File: src/rtl/cntr_seq_ctrl.sv
// Sequencer that drives an enable-less up/down counter through P passes of start..end, one command at a time.
// done/aborted pulse one cycle after the last step or abort; cmd_ready is high only in IDLE (no queuing).
module cntr_seq_ctrl #(
    parameter int n  = 4,
    parameter int RW = 4
) (
    input  logic          clk,
    input  logic          rst,
    input  logic          cmd_valid,
    output logic          cmd_ready,
    input  logic [n-1:0]  cmd_start,
    input  logic [n-1:0]  cmd_end,
    input  logic          cmd_up,
    input  logic [RW-1:0] cmd_reps,
    input  logic          abort,
    input  logic [n-1:0]  cnt_z,
    output logic [n-1:0]  cnt_d_in,
    output logic          cnt_ld,
    output logic          cnt_up,
    output logic          busy,
    output logic          done,
    output logic          aborted
);

    localparam logic [2:0] S_IDLE = 3'd0;
    localparam logic [2:0] S_LOAD = 3'd1;
    localparam logic [2:0] S_RUN  = 3'd2;
    localparam logic [2:0] S_DONE = 3'd3;
    localparam logic [2:0] S_ABRT = 3'd4;

    logic [2:0]    r_state;
    logic [2:0]    w_next;
    logic [n-1:0]  r_hold;
    logic [n-1:0]  r_start;
    logic [n-1:0]  r_end;
    logic          r_dir;
    logic [RW-1:0] r_reps;
    logic          w_match;
    logic          w_abort;
    logic          w_accept;

    assign w_match   = (cnt_z == r_end);
    assign w_abort   = abort && ((r_state == S_LOAD) || (r_state == S_RUN));
    assign w_accept  = cmd_valid && cmd_ready;
    assign cmd_ready = (r_state == S_IDLE) && rst;
    assign busy      = (r_state == S_LOAD) || (r_state == S_RUN);
    assign done      = (r_state == S_DONE);
    assign aborted   = (r_state == S_ABRT);
    assign cnt_up    = r_dir;

    // The counter has no enable, so every state except a counting RUN cycle reloads it.
    always_comb begin
        w_next   = r_state;
        cnt_ld   = 1'b1;
        cnt_d_in = r_hold;
        case (r_state)
            S_IDLE: begin
                cnt_d_in = r_hold;
                if (w_accept) w_next = S_LOAD;
            end
            S_LOAD: begin
                if (w_abort) begin
                    cnt_d_in = cnt_z;
                    w_next   = S_ABRT;
                end else begin
                    cnt_d_in = r_start;
                    w_next   = S_RUN;
                end
            end
            S_RUN: begin
                if (w_abort) begin
                    cnt_d_in = cnt_z;
                    w_next   = S_ABRT;
                end else if (w_match) begin
                    if (r_reps != '0) begin
                        cnt_d_in = r_start;
                    end else begin
                        cnt_d_in = r_end;
                        w_next   = S_DONE;
                    end
                end else begin
                    cnt_ld   = 1'b0;
                    cnt_d_in = r_start;
                end
            end
            S_DONE: begin
                cnt_d_in = r_end;
                w_next   = S_IDLE;
            end
            S_ABRT: begin
                cnt_d_in = r_hold;
                w_next   = S_IDLE;
            end
            default: begin
                w_next = S_IDLE;
            end
        endcase
    end

    always_ff @(posedge clk) begin
        if (!rst) begin
            r_state <= S_IDLE;
            r_hold  <= '0;
            r_start <= '0;
            r_end   <= '0;
            r_dir   <= 1'b1;
            r_reps  <= '0;
        end else begin
            r_state <= w_next;
            if ((r_state == S_IDLE) && w_accept) begin
                r_start <= cmd_start;
                r_end   <= cmd_end;
                r_dir   <= cmd_up;
                r_reps  <= cmd_reps;
            end
            if ((r_state == S_RUN) && !w_abort && w_match && (r_reps != '0)) begin
                r_reps <= r_reps - RW'(1);
            end
            // Parked value is what IDLE keeps reloading until the next command.
            if (w_abort) begin
                r_hold <= cnt_z;
            end else if (r_state == S_DONE) begin
                r_hold <= r_end;
            end
        end
    end

endmodule


File: config.mk
export PLATFORM = sky130hd
export DESIGN_NAME = cntr_seq_ctrl
export DESIGN_NICKNAME = d
export VERILOG_FILES = /design/src/rtl/cntr_seq_ctrl.sv
export SDC_FILE = /design/constraint.sdc
export NUM_CORES = 1
export LEC_CHECK = 0
export CAP_MARGIN = 20
export CORE_MARGIN = 1.5
export CORE_UTILIZATION = 50
export CTS_BUF_LIST = sky130_fd_sc_hd__clkbuf_2
export CTS_CLUSTER_SIZE = 20
export DETAILED_ROUTE_END_ITERATION = 6
export PLACE_DENSITY_LB_ADDON = 0.08
export SLEW_MARGIN = 20
export SYNTH_ARGS = -nofsm -noshare
export SYNTH_HDL_FRONTEND = slang
export SYNTH_SLANG_ARGS = --single-unit
File: constraint.sdc
create_clock -name clk -period 1.8 [get_ports clk]
set_input_delay 0.36 -clock clk [delete_from_list [all_inputs] [get_ports clk]]
set_output_delay 0.36 -clock clk [all_outputs]
set_load 0.05 [all_outputs]
==> flow_metrics.env, run 1 <==
export IMPL_grt_use_total_pct=75.21
export IMPL_clockRootBuffer="clkbuf_2"
export IMPL_synthArstFlopShare_pct=0
export IMPL_error_line="[ERROR GRT-0232] Routing congestion too high. Check the congestion heatmap in the GUI."
export IMPL_grt_max_degree=15
export IMPL_port_buffer_count=30
export IMPL_synth_avg_cell_area_um2=8.491
export IMPL_synth_cells=145
export IMPL_place_ws_ns=-0.5226
export IMPL_cts_sinks=20
export IMPL_yosys_register_bits=20
export IMPL_fp_dieW_um=52.62
export IMPL_worst_endpoint="cnt_d_in[0]"
export IMPL_synthesis_nets=167
export IMPL_yosysUniqueCellTypes=40
export IMPL_dp_cells=230
export IMPL_die_h_um=52.62
export IMPL_num_rows=17
export IMPL_yosysSeqAreaShare_pct=32.52
export IMPL_ioPinCount=31
export IMPL_grt_ovfl_total=62
export IMPL_yosysTopAreaCell="dfxtp_1"
export IMPL_ys_flop_type="dfxtp_1"
export IMPL_gp_congestion=0.9496
export IMPL_cts_buffers_inserted=3
export IMPL_initial_utilization_pct=54.10
export IMPL_synthesis_area_um2=1231
export IMPL_htree_levels=1
export IMPL_cts_buffer_depth=2
export IMPL_synth_edff_count=0
export IMPL_netlist_area_leader_share_pct=32.52
export IMPL_status="stopped before the end"
export IMPL_dp_hpwl_mm=2.727
export IMPL_worst_endpoint_kind="top-level output"
export IMPL_yosys_warnings=0
export IMPL_postCtsHoldBufs=0
export IMPL_stop_stage="global routing (5_1_grt)"
export IMPL_synthTopCellsByArea="dfxtp_1 (33%), nand2_1 (7.0%), a21oi_1 (5.3%)"
==> cell usage after synthesis, types with 2 or more instances <==
cell / n
nand2_1: 23
dfxtp_1: 20
a21oi_1: 13
o211ai_1: 8
nand3_1: 6
nand3b_1: 6
o21ai_0: 5
xnor2_1: 5
a22o_1: 4
a22oi_1: 4
buf_6: 4
inv_1: 4
nand2b_1: 3
nor2_1: 3
nor4_1: 3
a31oi_1: 2
a32oi_1: 2
and2_1: 2
and3_1: 2
buf_4: 2
nor3_1: 2
nor3b_2: 2
nor4b_4: 2
o31a_1: 2
==> per-stage QoR <==
stage / util, % / area (um2) / setup TNS, ns
3_3_place_gp: 82.35 / 1874 / -2.749
4_1_cts: 90.65 / 2063 / -2.204
2_1_floorplan: - / 1274 / -1.345
3_5_place_dp: 82.35 / 1874 / -3.269
==> layer usage <==
layer / overflow / GRT usage [%]
met4: 35 / 97.01
met2: 27 / 94.58
met3: 0 / 52.86
met1: 0 / 68.71
met5: 0 / 7.143
==> what timing repair did <==
item,CTS
pin swaps,11
setup buffers,7
gates resized for setup,31
setup endpoints to repair,8
==> kinds of logic after synthesis <==
kind of cell | count (synthesis) | synth area share, %
DFF | 20 | 32.52
and+or+nand+nor | 61 | 30.79
adders and majority gates | 1 | 1.016
AOI/OAI and AO/OA | 45 | 25.00
buffers and inverters | 13 | 7.112
xor gates and xnor gates | 5 | 3.557
==> run 2, diff against run 1 <==
- CORE_AREA: default -> 2 2 63 65
- CORE_MARGIN: 1.5 -> default
- CORE_UTILIZATION: 50 -> default
- CTS_BUF_LIST: sky130_fd_sc_hd__clkbuf_2 -> default
- CTS_CLUSTER_SIZE: 20 -> default
- DIE_AREA: default -> 0 0 65 67
- PLACE_DENSITY_LB_ADDON: 0.08 -> 0.15
==> run 2 against run 1 <==
The flow now finishes, with violations (negative setup slack). Area after synthesis is the same. Synthesized cell count unchanged.
==> flow_metrics.env, run 2 <==
export IMPL_yosysSeqAreaShare_pct=32.52
export IMPL_reg2reg_depth=9
export IMPL_power_mw=1.285
export IMPL_p_comb_share_pct=38.0
export IMPL_yosysTopAreaCell="dfxtp_1"
export IMPL_vdd_drop_max_v=0.0005529
export IMPL_fmax_ghz=0.4420
export IMPL_vias_per_cell=5.168
export IMPL_yosysUniqueCellTypes=40
export IMPL_synthTopCellsByArea="dfxtp_1 (33%), nand2_1 (7.0%), a21oi_1 (5.3%)"
export IMPL_finalSetupViolCount=4
export IMPL_synth_avg_cell_area_um2=8.491
export IMPL_skew_ns=0.001930
export IMPL_crit_fanout=4
export IMPL_required_ns=1.44
export IMPL_fp_dieW_um=65
export IMPL_nFillCells=328
export IMPL_layout_drive_gt1_share_pct=44.86
export IMPL_drt_iter0_markers=62
export IMPL_dp_hpwl_mm=2.825
export IMPL_initial_utilization_pct=34.14
export IMPL_min_to="cnt_up$_SDFFE_PN1P_"
export IMPL_stdcell_count=262
export IMPL_core_um2=3606
export IMPL_fin_area_um2=2147
export IMPL_gp_congestion=0.9665
export IMPL_grt_max_degree=15
export IMPL_postCtsHoldBufs=0
export IMPL_violations="negative setup slack"
export IMPL_cts_tree="done"
export IMPL_synthesis_nets=167
export IMPL_cts_buffers_inserted=3
export IMPL_min_period_ns=2.262
export IMPL_dr_pass1_iters=4
export IMPL_seq_power_share_pct=39.3
export IMPL_grt_pass1_vias=1354
export IMPL_htree_levels=1
export IMPL_fin_nets=238
export IMPL_netlist_area_leader_share_pct=32.52
export IMPL_place_ws_ns=-0.4948
export IMPL_ioPinCount=31
export IMPL_dp_cells=253
export IMPL_seq_area_um2=414.1
export IMPL_synth_cells=145
export IMPL_post_route_drc_count=0
export IMPL_slew_headroom_pct=74.05
export IMPL_power_leakage_nw=0.8547
export IMPL_final_common_cell="buf_4"
export IMPL_rsz0062_at_grt="yes"
export IMPL_clockRootBuffer="clkbuf_8"
export IMPL_maxSlewViolCount=0
export IMPL_ant_nets=0
export IMPL_reg2reg_to="r_reps[3]$_SDFFE_PN0P_"
export IMPL_cp_end_kind="primary output"
export IMPL_timing_final_ws_setup_ns=-0.4625
export IMPL_worst_pin_slew_ns=0.3884
export IMPL_grt_use_total_pct=18.34
export IMPL_min_delay_start="cnt_up$_SDFFE_PN1P_"
export IMPL_final_util_pct=59.54
export IMPL_p_int_uw=878.8
export IMPL_most_common_layout_cells="buf_4 (43), nand2_1 (21), clkdlybuf4s50_1 (15)"
export IMPL_wl_per_cell_um=14.12
export IMPL_die_h_um=67
export IMPL_worstSkewPairLatency_ns=0.25
export IMPL_multi_input_area_um2=884.6
export IMPL_yosys_warnings=0
export IMPL_worstPathArrival_ns=1.90
export IMPL_area_delta_synth_final_pct=74.39
export IMPL_num_rows=22
export IMPL_start_kind="flop"
export IMPL_synth_edff_count=0
export IMPL_die_area_um2=4355
export IMPL_grt_first_pass_wirelength_mm=6.237
export IMPL_yosys_register_bits=20
export IMPL_drv_cap=0
export IMPL_p_clk_share_pct=22.6
export IMPL_cts_sinks=20
export IMPL_p_per_area_nw_per_um2=598.4
export IMPL_clkTransAtPathRegs_ns=0.07
export IMPL_setup_tns_ns=-1.538
export IMPL_place_area_um2=1922
export IMPL_synthesis_area_um2=1231
export IMPL_netSwitchingPower_uw=406.0
export IMPL_diodes=0
export IMPL_routed_wl_mm=3.699
export IMPL_hp_class="reg -> reg"
export IMPL_ys_flop_type="dfxtp_1"
export IMPL_crit_type="reg -> out"
export IMPL_synth_commonest_cells="nand2_1 (23), dfxtp_1 (20), a21oi_1 (13)"
export IMPL_cts_buffer_depth=2
export IMPL_hold_violations=0
export IMPL_antenna_found_initial=0
export IMPL_grt_ovfl_total=0
export IMPL_hold_depth=2
export IMPL_hold_ws_ns=0.4625
export IMPL_status="finished with violations"
export IMPL_synthArstFlopShare_pct=0
export IMPL_final_period_utilization_pct=125.7
export IMPL_rrSetupSlack_ns=0.10
export IMPL_port_buffer_count=30
export IMPL_timing_rr_start="r_reps[0]$_SDFFE_PN0P_"
export IMPL_synth_most_common_cell="nand2_1"
export IMPL_vias=1354
export IMPL_swShare_pct=31.60
-- run 2: final cells by class --
class	count	area share, %
timing repair buffer	74	33.92
sequential	20	19.29
clock buffer	3	1.923
tap	48	2.797
inverter	5	0.8741
multi-input combinational	112	41.20
-- run 2: power groups by stage --
| stage | registers [mW] | logic (mW) | clock network (mW) |
|---|---|---|---|
| floorplan | 0.510 | 0.213 | 0 |
| global placement | 0.507 | 0.420 | 0 |
| detailed placement | 0.508 | 0.426 | 0 |
| CTS | 0.502 | 0.473 | 0.304 |
| global route | 0.509 | 0.522 | 0.325 |
| finish | 0.506 | 0.488 | 0.291 |
-- run 2: worst max path at each step --
stage | end | startpoint
6_report | cnt_d_in[1] | r_reps[0]$_SDFFE_PN0P_
5_1_grt | cnt_d_in[1] | r_reps[1]$_SDFFE_PN0P_
4_1_cts | cnt_d_in[1] | r_reps[1]$_SDFFE_PN0P_
3_5_place_dp | cnt_d_in[2] | cnt_z[0]
3_3_place_gp | cnt_d_in[2] | cnt_z[0]
2_1_floorplan | cnt_d_in[0] | r_reps[1]$_SDFFE_PN0P_
-- run 2: cell families after synthesis --
family / synth area share (%)
adder cells (fa/ha/maj): 1.016
AND/OR/NAND/NOR: 30.79
flip-flops: 32.52
XOR/XNOR: 3.557
AO/OA/AOI/OAI: 25.00
buffers and inverters: 7.112
-- run 2: worst max-delay path, stage by stage (launching register included) --
cell and delay [ns]:
dfxtp_2 0.33, inv_2 0.07, ha_4 0.13, nor3b_4 0.17, buf_4 0.14, and3_4 0.20, a21oi_2 0.05, o211ai_1 0.32
clkbuf_16 0.24
-- run 2: layer usage --
metal | track usage, % | part of all wire [%]
met5 | 0 | 0
met4 | 3.723 | 0.38
met3 | 4.223 | 5.1
met2 | 32.22 | 50
met1 | 22.85 | 45
-- run 2: repair_timing --
item	in CTS	in global routing
pin swaps	11	6
resized for setup	36	13
setup endpoints to repair	5	9
setup buffers	5	1
cloned	0	0
Note: power is estimated with default switching activity, not from simulation.
==> run 3, diff against run 2 <==
- CORE_AREA: 2 2 63 65 -> default
- CORE_MARGIN: default -> 1.5
- CORE_UTILIZATION: default -> 25
- DIE_AREA: 0 0 65 67 -> default
- GPL_TIMING_DRIVEN: default -> 0
==> run 3 against run 2 <==
The flow still finishes with violations (negative setup slack). Register-to-register slack worse by 0.03 ns. Worst setup slack better by 0.11 ns. Fmax up 5.3%. Critical endpoint is now cnt_d_in[0]. Largest power group unchanged.
==> flow_metrics.env, run 3 (synthesis gave the netlist of run 2 again) <==
export IMPL_status="finished with violations"
export IMPL_violations="negative setup slack"
export IMPL_fp_dieW_um=73.18
export IMPL_maxSlewViolCount=0
export IMPL_timing_final_ws_setup_ns=-0.3482
export IMPL_max_stage_delay_ns=0.34
export IMPL_skew_ns=0.001836
export IMPL_htree_levels=1
export IMPL_power_leakage_nw=0.7074
export IMPL_p_per_area_nw_per_um2=719.0
export IMPL_p_comb_share_pct=29.0
export IMPL_cts_tree="done"
export IMPL_hold_violations=0
export IMPL_vias=1253
export IMPL_hold_ws_ns=0.4701
export IMPL_cp_top_family="simple AND/OR/NAND/NOR gates"
export IMPL_grt_max_degree=13
export IMPL_power_mw=1.381
export IMPL_area_delta_synth_final_pct=56.00
export IMPL_grt_first_pass_wirelength_mm=5.982
export IMPL_timing_rr_start="r_reps[0]$_SDFFE_PN0P_"
export IMPL_crit_fanout=4
export IMPL_use_met3_pct=2.762
export IMPL_dp_cells=242
export IMPL_antenna_found_initial=0
export IMPL_port_buffer_count=30
export IMPL_worstSkewPairLatency_ns=0.26
export IMPL_ioPinCount=31
export IMPL_core_um2=4723
export IMPL_diodes=0
export IMPL_worstPathArrival_ns=1.79
export IMPL_clkTransAtPathRegs_ns=0.09
export IMPL_stdcell_count=257
export IMPL_initial_utilization_pct=26.07
export IMPL_p_int_uw=958.2
export IMPL_post_route_drc_count=0
export IMPL_drt_iter0_markers=77
export IMPL_most_common_layout_cells="nand2_1 (21), buf_4 (15), clkdlybuf4s50_1 (15)"
export IMPL_final_common_cell="nand2_1"
export IMPL_grt_ovfl_total=0
export IMPL_num_rows=25
export IMPL_gp_congestion=0.7297
export IMPL_busiest_layer="met2"
export IMPL_min_delay_start="cnt_up$_SDFFE_PN1P_"
export IMPL_wl_per_cell_um=13.96
export IMPL_fin_nets=213
export IMPL_vias_per_cell=4.875
export IMPL_slowest_stage="dfxtp_2"
export IMPL_ant_nets=0
export IMPL_fmax_ghz=0.4655
export IMPL_vdd_drop_max_v=0.0003922
export IMPL_place_area_um2=1658
export IMPL_min_period_ns=2.148
export IMPL_cp_end_kind="primary output"
export IMPL_dr_pass1_iters=4
export IMPL_met1_usage_pct=19.41
export IMPL_grtUsageMet2_pct=22.93
export IMPL_seq_power_share_pct=36.8
export IMPL_swShare_pct=30.61
export IMPL_p_clk_share_pct=34.2
export IMPL_finalSetupViolCount=4
export IMPL_cts_buffer_depth=2
export IMPL_crit_path_start="r_reps[0]$_SDFFE_PN0P_"
export IMPL_routed_wl_mm=3.589
export IMPL_path_cells="inv_2, ha_4, nor3b_4, and3_4, a21oi_2, o211ai_1, buf_4"
export IMPL_die_h_um=73.18
export IMPL_rsz0062_at_grt="yes"
export IMPL_required_ns=1.44
export IMPL_drv_cap=0
export IMPL_crit_buf_inv=2
export IMPL_worst_pin_slew_ns=0.4883
export IMPL_grt_pass1_vias=1235
export IMPL_netSwitchingPower_uw=422.7
export IMPL_start_kind="flop"
export IMPL_hp_class="reg -> reg"
export IMPL_nFillCells=479
export IMPL_fin_area_um2=1921
export IMPL_grt_use_total_pct=14.42
export IMPL_final_util_pct=40.66
export IMPL_crit_type="reg -> out"
export IMPL_cts_buffers_inserted=3
export IMPL_cts_sinks=20
export IMPL_clockRootBuffer="clkbuf_8"
export IMPL_slew_headroom_pct=67.34
export IMPL_final_period_utilization_pct=119.3
export IMPL_layout_drive_gt1_share_pct=35.79
export IMPL_die_area_um2=5355
export IMPL_dp_hpwl_mm=2.569
-- run 3: cell types whose count changed in the layout (fill, tap and decap cells not counted), moves of 3 or more --
cell | before | now
clkbuf_2 | 0 | 3
buf_12 | 6 | 0
buf_4 | 43 | 15
buf_6 | 2 | 10
-- run 3: path summary, 6_finish.rpt --
check                            to  slack, ns  cells past startpoint
max                     cnt_d_in[0]      -0.35                      7
min             cnt_up$_SDFFE_PN1P_       0.47                      2
min reg2reg     cnt_up$_SDFFE_PN1P_       0.47                      2
max reg2reg  r_reps[2]$_SDFFE_PN0P_       0.07                      8
-- run 3: layer usage --
metal,vias up,routed length [um]
met4,0,30
li1,635,-
met1,587,1730
met2,27,1679
met3,4,148
met5,-,0
-- run 3: stage by stage --
| step | setup TNS (ns) | setup WS (ns) |
|---|---|---|
| 2_1_floorplan | -1.345 | -0.3488 |
| 3_3_place_gp | -8.641 | -1.233 |
| 3_5_place_dp | -8.718 | -1.250 |
| 4_1_cts | -1.325 | -0.3569 |
| 5_1_grt | -1.636 | -0.4449 |
| 6_report | -1.283 | -0.3482 |
-- run 3: power groups by stage --
stage | Clock, mW | Sequential [mW] | Combinational, mW
after global routing | 0.497 | 0.513 | 0.430
after detailed placement | 0 | 0.511 | 0.337
after global placement | 0 | 0.510 | 0.332
after floorplan | 0 | 0.510 | 0.213
final | 0.472 | 0.509 | 0.400
after CTS | 0.481 | 0.505 | 0.391
-- run 3: what timing repair did --
action                     CTS  global route
hold buffers                 0             0
gates resized for setup     81            14
setup endpoints to repair    9            11
pin swaps                   11            12
buffers inserted            11             1
-- run 3: area by class of cell --
| class | count | area (um2) | area share (%) |
|---|---|---|---|
| repair buffers | 41 | 357.8 | 18.63 |
| clock buffers | 3 | 41.29 | 2.150 |
| flip-flops and latches | 20 | 411.6 | 21.43 |
| well taps | 67 | 83.83 | 4.365 |
| multi-input cells | 112 | 898.4 | 46.78 |
| inverters | 5 | 18.77 | 0.9772 |
| clock inverters | 1 | 30.03 | 1.564 |
| plain buffers | 8 | 78.83 | 4.104 |
-- run 3: worst register-to-register path, delay by kind of cell, from the launching register on --
family,cells,cell delay [ns]
adder cells (fa/ha/maj),1,0.14
buffers and inverters,3,0.34
flip-flops,1,0.34
AO/OA/AOI/OAI,1,0.25
AND/OR/NAND/NOR,3,0.57
==> run 4, diff against run 3 <==
- CELL_PAD_IN_SITES_DETAIL_PLACEMENT: default -> 2
- CELL_PAD_IN_SITES_GLOBAL_PLACEMENT: default -> 2
- HOLD_SLACK_MARGIN: default -> 0.06
==> run 4 against run 3 <==
The run still ends with negative setup slack left. Power is 2.6% higher. Combinational power increased by 7.5%. Sequential share of layout area down 0.60 points. Sequential cell count did not move. Critical path type unchanged.
==> flow_metrics.env, run 4 (synthesis gave the netlist of run 2 again) <==
export IMPL_crit_path_start="r_reps[0]$_SDFFE_PN0P_"
export IMPL_crit_fanout=4
export IMPL_grt_ovfl_total=0
export IMPL_core_um2=4723
export IMPL_min_period_ns=2.170
export IMPL_fp_dieW_um=73.18
export IMPL_fmax_ghz=0.4609
export IMPL_vias=1337
export IMPL_crit_type="reg -> out"
export IMPL_die_area_um2=5355
export IMPL_cp_end_kind="primary output"
export IMPL_ioPinCount=31
export IMPL_initial_utilization_pct=26.07
export IMPL_reg2reg_to="r_reps[2]$_SDFFE_PN0P_"
export IMPL_routed_wl_mm=4.593
export IMPL_power_leakage_nw=0.7419
export IMPL_cp_endpoint="cnt_d_in[0]"
export IMPL_dr_pass1_iters=4
export IMPL_vdd_drop_max_v=0.0002921
export IMPL_dp_hpwl_mm=3.154
export IMPL_nFillCells=525
export IMPL_cts_buffer_depth=2
export IMPL_rrSetupSlack_ns=0.08
export IMPL_antenna_found_initial=0
export IMPL_grt_use_total_pct=18.13
export IMPL_finalSetupViolCount=4
export IMPL_drt_iter0_markers=51
export IMPL_gp_congestion=0.7421
export IMPL_port_buffer_count=30
export IMPL_diodes=0
export IMPL_clockRootBuffer="clkbuf_8"
export IMPL_num_rows=25
export IMPL_timing_final_ws_setup_ns=-0.3696
export IMPL_wl_per_cell_um=17.60
export IMPL_cts_buffers_inserted=3
export IMPL_seq_area_um2=414.1
export IMPL_fin_nets=217
export IMPL_status="finished with violations"
export IMPL_final_common_cell="nand2_1"
export IMPL_reg2reg_depth=8
export IMPL_worst_pin_slew_ns=0.5364
export IMPL_dp_cells=242
export IMPL_cts_tree="done"
export IMPL_hold_violations=0
export IMPL_path_cells="inv_2, ha_4, nor3b_4, and3_4, a21oi_2, o211ai_1, buf_4"
export IMPL_hp_class="reg -> reg"
export IMPL_worstSkewPairLatency_ns=0.27
export IMPL_violations="negative setup slack"
export IMPL_required_ns=1.44
export IMPL_timing_rr_start="r_reps[0]$_SDFFE_PN0P_"
export IMPL_die_h_um=73.18
export IMPL_layout_drive_gt1_share_pct=36.08
export IMPL_hold_ws_ns=0.4768
export IMPL_skew_ns=0.001017
export IMPL_slew_headroom_pct=64.24
export IMPL_final_util_pct=42.09
export IMPL_fin_area_um2=1988
export IMPL_grt_first_pass_wirelength_mm=7.383
export IMPL_worstPathArrival_ns=1.81
export IMPL_start_kind="flop"
export IMPL_p_per_area_nw_per_um2=712.9
export IMPL_place_area_um2=1658
export IMPL_vias_per_cell=5.123
export IMPL_maxSlewViolCount=0
export IMPL_stdcell_count=261
export IMPL_grt_pass1_vias=1506
export IMPL_multi_input_area_um2=902.1
export IMPL_max_stage_delay_ns=0.33
export IMPL_cts_sinks=20
export IMPL_final_period_utilization_pct=120.5
export IMPL_slowest_stage="dfxtp_2"
export IMPL_post_route_drc_count=0
export IMPL_ant_nets=0
export IMPL_grt_max_degree=13
export IMPL_most_common_layout_cells="nand2_1 (22), buf_4 (18), clkdlybuf4s50_1 (14)"
export IMPL_clkTransAtPathRegs_ns=0.09
export IMPL_area_delta_synth_final_pct=61.48
export IMPL_drv_cap=0
export IMPL_rsz0062_at_grt="yes"
export IMPL_htree_levels=1
[run 4: cell type report]
cell class	instances	share of cell area [%]
tap	67	4.216
multi-input combinational	112	45.37
clock buffer	3	2.077
clock inverter	1	1.510
inverter	5	0.9440
buffer	8	4.342
sequential	20	20.83
timing repair buffer	45	20.70
[run 4: through the flow]
| step | TNS [ns] | total power, mW | setup slack (ns) |
|---|---|---|---|
| floorplan | -1.345 | 0.7235 | -0.3488 |
| finish | -1.334 | 1.417 | -0.3696 |
| detailed placement | -9.829 | 0.8598 | -1.288 |
| global placement | -8.951 | 0.8472 | -1.269 |
| global route | -1.881 | 1.475 | -0.4646 |
| CTS | -1.369 | 1.404 | -0.3660 |
[run 4: power breakdown]
part	switching, mW	leakage [nW]	internal (mW)
combinational	0.228	0.539	0.202
sequential	0.0381	0.167	0.472
clock	0.180	0.0357	0.297
[run 4: critical path: cells and delay by family (launching register included)]
kind	cells	cell delay (ns)
AOI/OAI and AO/OA	2	0.26
adders and majority gates	1	0.14
buffers and inverters	2	0.31
DFF	1	0.33
and+or+nand+nor	2	0.49
[run 4: worst min-delay path by stage]
stage	startpoint	to	slack, ns	cells past startpoint
3_5_place_dp	cnt_up$_SDFFE_PN1P_	cnt_up$_SDFFE_PN1P_	0.47	2
3_3_place_gp	cnt_up$_SDFFE_PN1P_	cnt_up$_SDFFE_PN1P_	0.45	2
4_1_cts	cnt_up$_SDFFE_PN1P_	cnt_up$_SDFFE_PN1P_	0.49	2
6_report	cnt_up$_SDFFE_PN1P_	cnt_up$_SDFFE_PN1P_	0.48	2
5_1_grt	r_start[2]$_SDFFE_PN0P_	r_start[2]$_SDFFE_PN0P_	0.53	2
2_1_floorplan	r_start[2]$_SDFFE_PN0P_	r_start[2]$_SDFFE_PN0P_	0.43	2
[run 4: what timing repair did]
item / 4_1_cts / 5_1_grt
setup buffers: 11 / 4
cloned: 0 / 0
pin swaps: 10 / 9
setup endpoints to repair: 9 / 7
resized for setup: 80 / 13
hold buffers: 0 / 0
[run 4: metal layers]
layer	vias to the layer above	GRT usage (%)	part of all wire [%]
met3	6	2.072	2.0
met1	671	22.18	45
met4	0	7.128	1.3
met2	21	32.12	52
li1	639	-	-
met5	-	0	0
